===== config.mk =====
export PLATFORM = sky130hd
export DESIGN_NAME = reg_file_sb
export DESIGN_NICKNAME = d
export VERILOG_FILES = /design/src/rtl/reg_file_sb_pkg.sv /design/src/rtl/reg_file_sb_track.sv /design/src/rtl/reg_file_sb.sv
export SDC_FILE = /design/constraint.sdc
export NUM_CORES = 2
export LEC_CHECK = 0
export CAP_MARGIN = 25
export CORE_ASPECT_RATIO = 2
export CORE_UTILIZATION = 64
export DETAILED_ROUTE_END_ITERATION = 7
export PLACE_DENSITY = 0.82
export SYNTH_ARGS = -nofsm -noshare
export SYNTH_HDL_FRONTEND = slang
export SYNTH_SLANG_ARGS = --single-unit

===== constraint.sdc =====
create_clock -name clk -period 15.2 [get_ports clk]
set_clock_uncertainty 0.05 [all_clocks]
set_input_delay 4.56 -clock clk [delete_from_list [all_inputs] [get_ports clk]]
set_output_delay 4.56 -clock clk [all_outputs]
set_load 0.005 [all_outputs]

===== src/rtl/reg_file_sb_pkg.sv =====
// Shared widths, tracker entry type and zero-register constant for reg_file_sb.
// Tracker entries carry a fixed-width address field so one type serves any ADDR_W up to 16.
package reg_file_sb_pkg;

    localparam int DEF_DATA_W    = 32;
    localparam int DEF_ADDR_W    = 5;
    localparam int DEF_NUM_RD    = 2;
    localparam int DEF_HAZ_DEPTH = 3;
    localparam int TRK_ADDR_W    = 16;
    localparam int ZERO_REG      = 0;

    typedef struct packed {
        logic                  valid;
        logic [TRK_ADDR_W-1:0] addr;
    } trk_entry_t;

endpackage


===== src/rtl/reg_file_sb_track.sv =====
// In-flight destination tracker: shift register of {valid, addr}, per-port RAW compare, pending count.
// With REG_FILE_BYPASS_EN the last stage is writing back this cycle and is left out of the compare.
module reg_file_sb_track
    import reg_file_sb_pkg::*;
#(
    parameter int ADDR_W    = DEF_ADDR_W,
    parameter int NUM_RD    = DEF_NUM_RD,
    parameter int HAZ_DEPTH = DEF_HAZ_DEPTH
) (
    input  logic                     clk,
    input  logic                     rst,
    input  logic                     issue_valid,
    input  logic [ADDR_W-1:0]        issue_addr,
    input  logic                     flush,
    input  logic [NUM_RD*ADDR_W-1:0] rd_addr,
    output logic [NUM_RD-1:0]        hazard,
    output logic                     stall,
    output logic [3:0]               pending_cnt
);

`ifdef REG_FILE_BYPASS_EN
    localparam int CMP_N = HAZ_DEPTH - 1;
`else
    localparam int CMP_N = HAZ_DEPTH;
`endif

    trk_entry_t stage [HAZ_DEPTH];
    logic       load;
    logic       exit_v;

    assign load   = issue_valid & ~stall & (issue_addr != ADDR_W'(ZERO_REG));
    assign exit_v = stage[HAZ_DEPTH-1].valid;
    assign stall  = |hazard;

    always_ff @(posedge clk or negedge rst) begin
        if (!rst) begin
            for (int s = 0; s < HAZ_DEPTH; s++) stage[s] <= '0;
            pending_cnt <= '0;
        end else if (flush) begin
            for (int s = 0; s < HAZ_DEPTH; s++) stage[s] <= '0;
            pending_cnt <= '0;
        end else begin
            stage[0].valid <= load;
            stage[0].addr  <= TRK_ADDR_W'(issue_addr);
            for (int s = 1; s < HAZ_DEPTH; s++) stage[s] <= stage[s-1];
            if (load && !exit_v)
                pending_cnt <= pending_cnt + 4'd1;
            else if (!load && exit_v)
                pending_cnt <= pending_cnt - 4'd1;
        end
    end

    for (genvar k = 0; k < NUM_RD; k++) begin : g_cmp
        logic [ADDR_W-1:0] ra;
        logic              hit;

        assign ra = rd_addr[k*ADDR_W +: ADDR_W];

        always_comb begin
            hit = 1'b0;
            for (int s = 0; s < CMP_N; s++)
                if (stage[s].valid && (stage[s].addr == TRK_ADDR_W'(ra))) hit = 1'b1;
            if (ra == ADDR_W'(ZERO_REG)) hit = 1'b0;
        end

        assign hazard[k] = hit;
    end

endmodule


===== src/rtl/reg_file_sb.sv =====
// Multi-read-port register file with scoreboard-style RAW hazard tracking; r0 is hardwired to zero.
// Optional REG_FILE_BYPASS_EN forwards same-cycle write data to matching read ports.
module reg_file_sb
    import reg_file_sb_pkg::*;
#(
    parameter int DATA_W    = DEF_DATA_W,
    parameter int ADDR_W    = DEF_ADDR_W,
    parameter int NUM_RD    = DEF_NUM_RD,
    parameter int HAZ_DEPTH = DEF_HAZ_DEPTH
) (
    input  logic                     clk,
    input  logic                     rst,
    input  logic [NUM_RD*ADDR_W-1:0] rd_addr,
    output logic [NUM_RD*DATA_W-1:0] rd_data,
    input  logic                     we,
    input  logic [ADDR_W-1:0]        wr_addr,
    input  logic [DATA_W-1:0]        wr_data,
    input  logic                     issue_valid,
    input  logic [ADDR_W-1:0]        issue_addr,
    input  logic                     flush,
    output logic [NUM_RD-1:0]        hazard,
    output logic                     stall,
    output logic [3:0]               pending_cnt
);

    localparam int DEPTH = 1 << ADDR_W;

    logic [DATA_W-1:0] regs [DEPTH];
    logic              wr_ok;

    assign wr_ok = we && (wr_addr != ADDR_W'(ZERO_REG));

    // regs[0] is never written, so it holds its reset value of zero
    always_ff @(posedge clk or negedge rst) begin
        if (!rst) begin
            for (int i = 0; i < DEPTH; i++) regs[i] <= '0;
        end else if (wr_ok) begin
            regs[wr_addr] <= wr_data;
        end
    end

    for (genvar k = 0; k < NUM_RD; k++) begin : g_rd
        logic [ADDR_W-1:0] ra;
        assign ra = rd_addr[k*ADDR_W +: ADDR_W];
`ifdef REG_FILE_BYPASS_EN
        assign rd_data[k*DATA_W +: DATA_W] = (wr_ok && (ra == wr_addr)) ? wr_data : regs[ra];
`else
        assign rd_data[k*DATA_W +: DATA_W] = regs[ra];
`endif
    end

    reg_file_sb_track #(
        .ADDR_W    (ADDR_W),
        .NUM_RD    (NUM_RD),
        .HAZ_DEPTH (HAZ_DEPTH)
    ) u_track (
        .clk         (clk),
        .rst         (rst),
        .issue_valid (issue_valid),
        .issue_addr  (issue_addr),
        .flush       (flush),
        .rd_addr     (rd_addr),
        .hazard      (hazard),
        .stall       (stall),
        .pending_cnt (pending_cnt)
    );

endmodule


==> results.json <==
{
  "status": "completed",
  "cp_num_cells": 6,
  "grt_pass1_vias": 36859,
  "reg2reg_depth": 12,
  "crit_path_cell_trace": "buf_8, buf_4, mux4_2, mux4_2, mux2_2, clkdlybuf4s50_1",
  "hold_viol": 0,
  "finalInstanceArea_sq_um": 60300,
  "grt_pass1_wl_mm": 239,
  "synth_nets": 3468,
  "worstHoldPathType": "register to register",
  "rsz0062_at_grt": "no",
  "slew_headroom": 0.183,
  "cts-resized-gates": 0,
  "port_buffers": 127,
  "combPwrFrac": 0.219,
  "synth_seq_cells": 1046,
  "clock_path_buffers": 3,
  "cp.arrival_ps": 8120,
  "netlist_area_sq_um": 55100,
  "pin_count": 128,
  "start_util": 0.648,
  "ir_drop_mv": 0.122,
  "tns_ps": 0,
  "first_iter_violations": 3426,
  "vias_per_cell": 7.52,
  "insertion_delay_ps": 690,
  "hold_buffers": 0,
  "setup_violations": 0,
  "worst_pin_slew_ps": 1230,
  "syn_inst": 3408,
  "tritoncts": "built",
  "critPathMaxStageDelay_ps": 780,
  "die_h_microns": 417,
  "internal_power_uw": 5830,
  "maxCapViolations": 0,
  "wire_per_inst_microns": 35.6,
  "crit_family": "buffers and inverters",
  "antenna_found_initial": 10,
  "num_vias": 33581,
  "hold_depth": 0,
  "cts_buffers": 94,
  "cts_setup_buffers": 0,
  "yosysMostFrequentCell": "dfrtp_1",
  "total_power_uw": 7970,
  "wl_mm": 159,
  "critPathBufInv": 3,
  "clk_pin_slew_ps": 70,
  "power.leakage_uw": 0.0257,
  "die_area_sq_um": 87300,
  "path_max_fanout": 119,
  "critPathLaunchType": "input pin",
  "area_growth_pct": 9.58,
  "core_area_sq_um": 85000,
  "ys_top_cells_by_area": "dfrtp_1 (48%), mux4_2 (24%), mux2_2 (20%)",
  "fin_cells": 4463,
  "p_seq_frac": 0.465,
  "p_sw_frac": 0.268,
  "num_rows": 151,
  "p_sw_uw": 2130,
  "pwr_density_cell_nw_per_um2": 132,
  "overflow": 0,
  "timing.fmax_mhz": 78.5,
  "die_w_microns": 209,
  "placed_area_sq_um": 56900,
  "pwr-share-clk": 0.316,
  "avgSynthCellArea_sq_um": 16.2,
  "clock-sinks": 1046,
  "synth_cell_types": 42,
  "drc": 0,
  "htreeDepth": 3,
  "firstDrtPassIters": 5,
  "drive_gt1_frac": 0.541,
  "groute.usage.overall": 0.379,
  "yosysTopAreaCellShare": 0.475,
  "drtAntennaViolNets": 0,
  "crit_path_frequent_cell": "mux4_2",
  "synth_edf_count": 0,
  "finalMaxSlewViolations": 0,
  "synth_ff_type": "dfrtp_1",
  "async_reset_ff_frac": 1.00,
  "dp.cells": 4280,
  "nets": 3371,
  "worstPathRequired_ps": 10590,
  "yosys_warnings": 0,
  "ys_seq_area_frac": 0.475,
  "worst_path_max_delay_cell": "buf_4",
  "cts_root_buf": "clkbuf_16",
  "min_period_ps": 12730,
  "grt_max_degree": 165,
  "finalCritPeriodShare": 0.838,
  "yosys.area.top_type": "dfrtp_1",
  "cp-end-kind": "output port",
  "dp_hpwl_mm": 88.7,
  "place_congestion": 0.828,
  "crit_type": "input pin to output port",
  "synth_common_cells": "dfrtp_1 (1046), mux2_2 (957), mux4_2 (598), clkbuf_1 (271), mux2_1 (83)"
}
-- path summary, 6_finish.rpt --
kind,from,end,slack [ps]
worst min register to register,regs[1020],regs[1020],350
worst max-delay path,rd_addr[6],rd_data[38],2470
min in group asynchronous,rst,regs[778],3930
worst min-delay path,regs[1020],regs[1020],350
max in group asynchronous,rst,regs[102],8840
worst max register to register,u_track.stage[19],u_track.pending_cnt[3],11940
-- final cells by class --
cell class | count | area [sq um]
multi-input combinational | 1961 | 27500
tap | 1071 | 1340
fill | 5334 | 24700
sequential | 1046 | 26200
inverter | 8 | 30.0
clock inverter | 37 | 499
timing repair buffer | 200 | 2060
clock buffer | 133 | 2730
antenna | 7 | 17.5
-- through the flow --
stage	setup WS, ps	utilization	hold slack [ps]
floorplan	3830	-	391
global placement	2540	0.670	326
detailed placement	2520	0.670	333
CTS	2510	0.708	350
global route	2460	0.710	363
finish	2470	0.710	350
-- sequential cells by signal, indices dropped and copies added (netlist names) --
signal               flops
u_track.exit_v           1
regs                  1024
u_track.stage           17
u_track.pending_cnt      4
-- power by group through the flow --
stage	logic [uW]	clock network [uW]	registers [uW]
3_5_place_dp	1730	0	3740
3_3_place_gp	1660	0	3650
5_1_grt	1840	2660	3760
6_report	1740	2520	3710
2_1_floorplan	1270	0	3580
4_1_cts	1740	2550	3690
-- logic make-up after synthesis --
group | count (synthesis) | synth area share
compound gates | 92 | 0.00939
buf+inv | 401 | 0.0285
xor+xnor | 32 | 0.00509
mux | 1702 | 0.469
fa+ha+maj | 3 | 0.000818
flops | 1046 | 0.475
simple gates | 132 | 0.0118
-- worst reg2reg max path: stages, from the launching register on --
cell      delay (ps)
dfrtp_1          440
xnor2_1          150
o211ai_1         130
o22ai_1          290
nor4_4           370
o211ai_2         200
or2_1            300
ha_1             290
a21o_1           200
a21oi_1          160
nor2_1            50
mux2i_1          160
mux2_1           340
-- cell usage in the layout (no fill, tap or decap), types with 5 or more instances in the layout --
master           count
o22ai_1             22
clkbuf_8            19
buf_8                5
mux2_1              83
buf_4               61
mux2_2             957
diode_2              7
buf_12               9
clkdlybuf4s50_1    116
xnor2_1             28
nand2_2             16
clkinvlp_4           5
mux2i_1             64
bufinv_16           11
nor2b_1             19
nand4_1              6
dfrtp_1           1046
buf_16               5
clkbuf_1            18
clkinv_2            16
clkbuf_16           97
nor2_4              16
nor2_1              44
a21oi_1             62
mux4_2             598
nor3_1               7
-- per-layer routing --
metal,vias to the layer above,wire length [microns],track usage
met5,-,51,0
met4,8,11100,0.245
met3,550,13900,0.0799
met2,1873,78900,0.609
met1,18164,54800,0.471
li1,12986,-,-
Power figures use the tool's default switching activity.
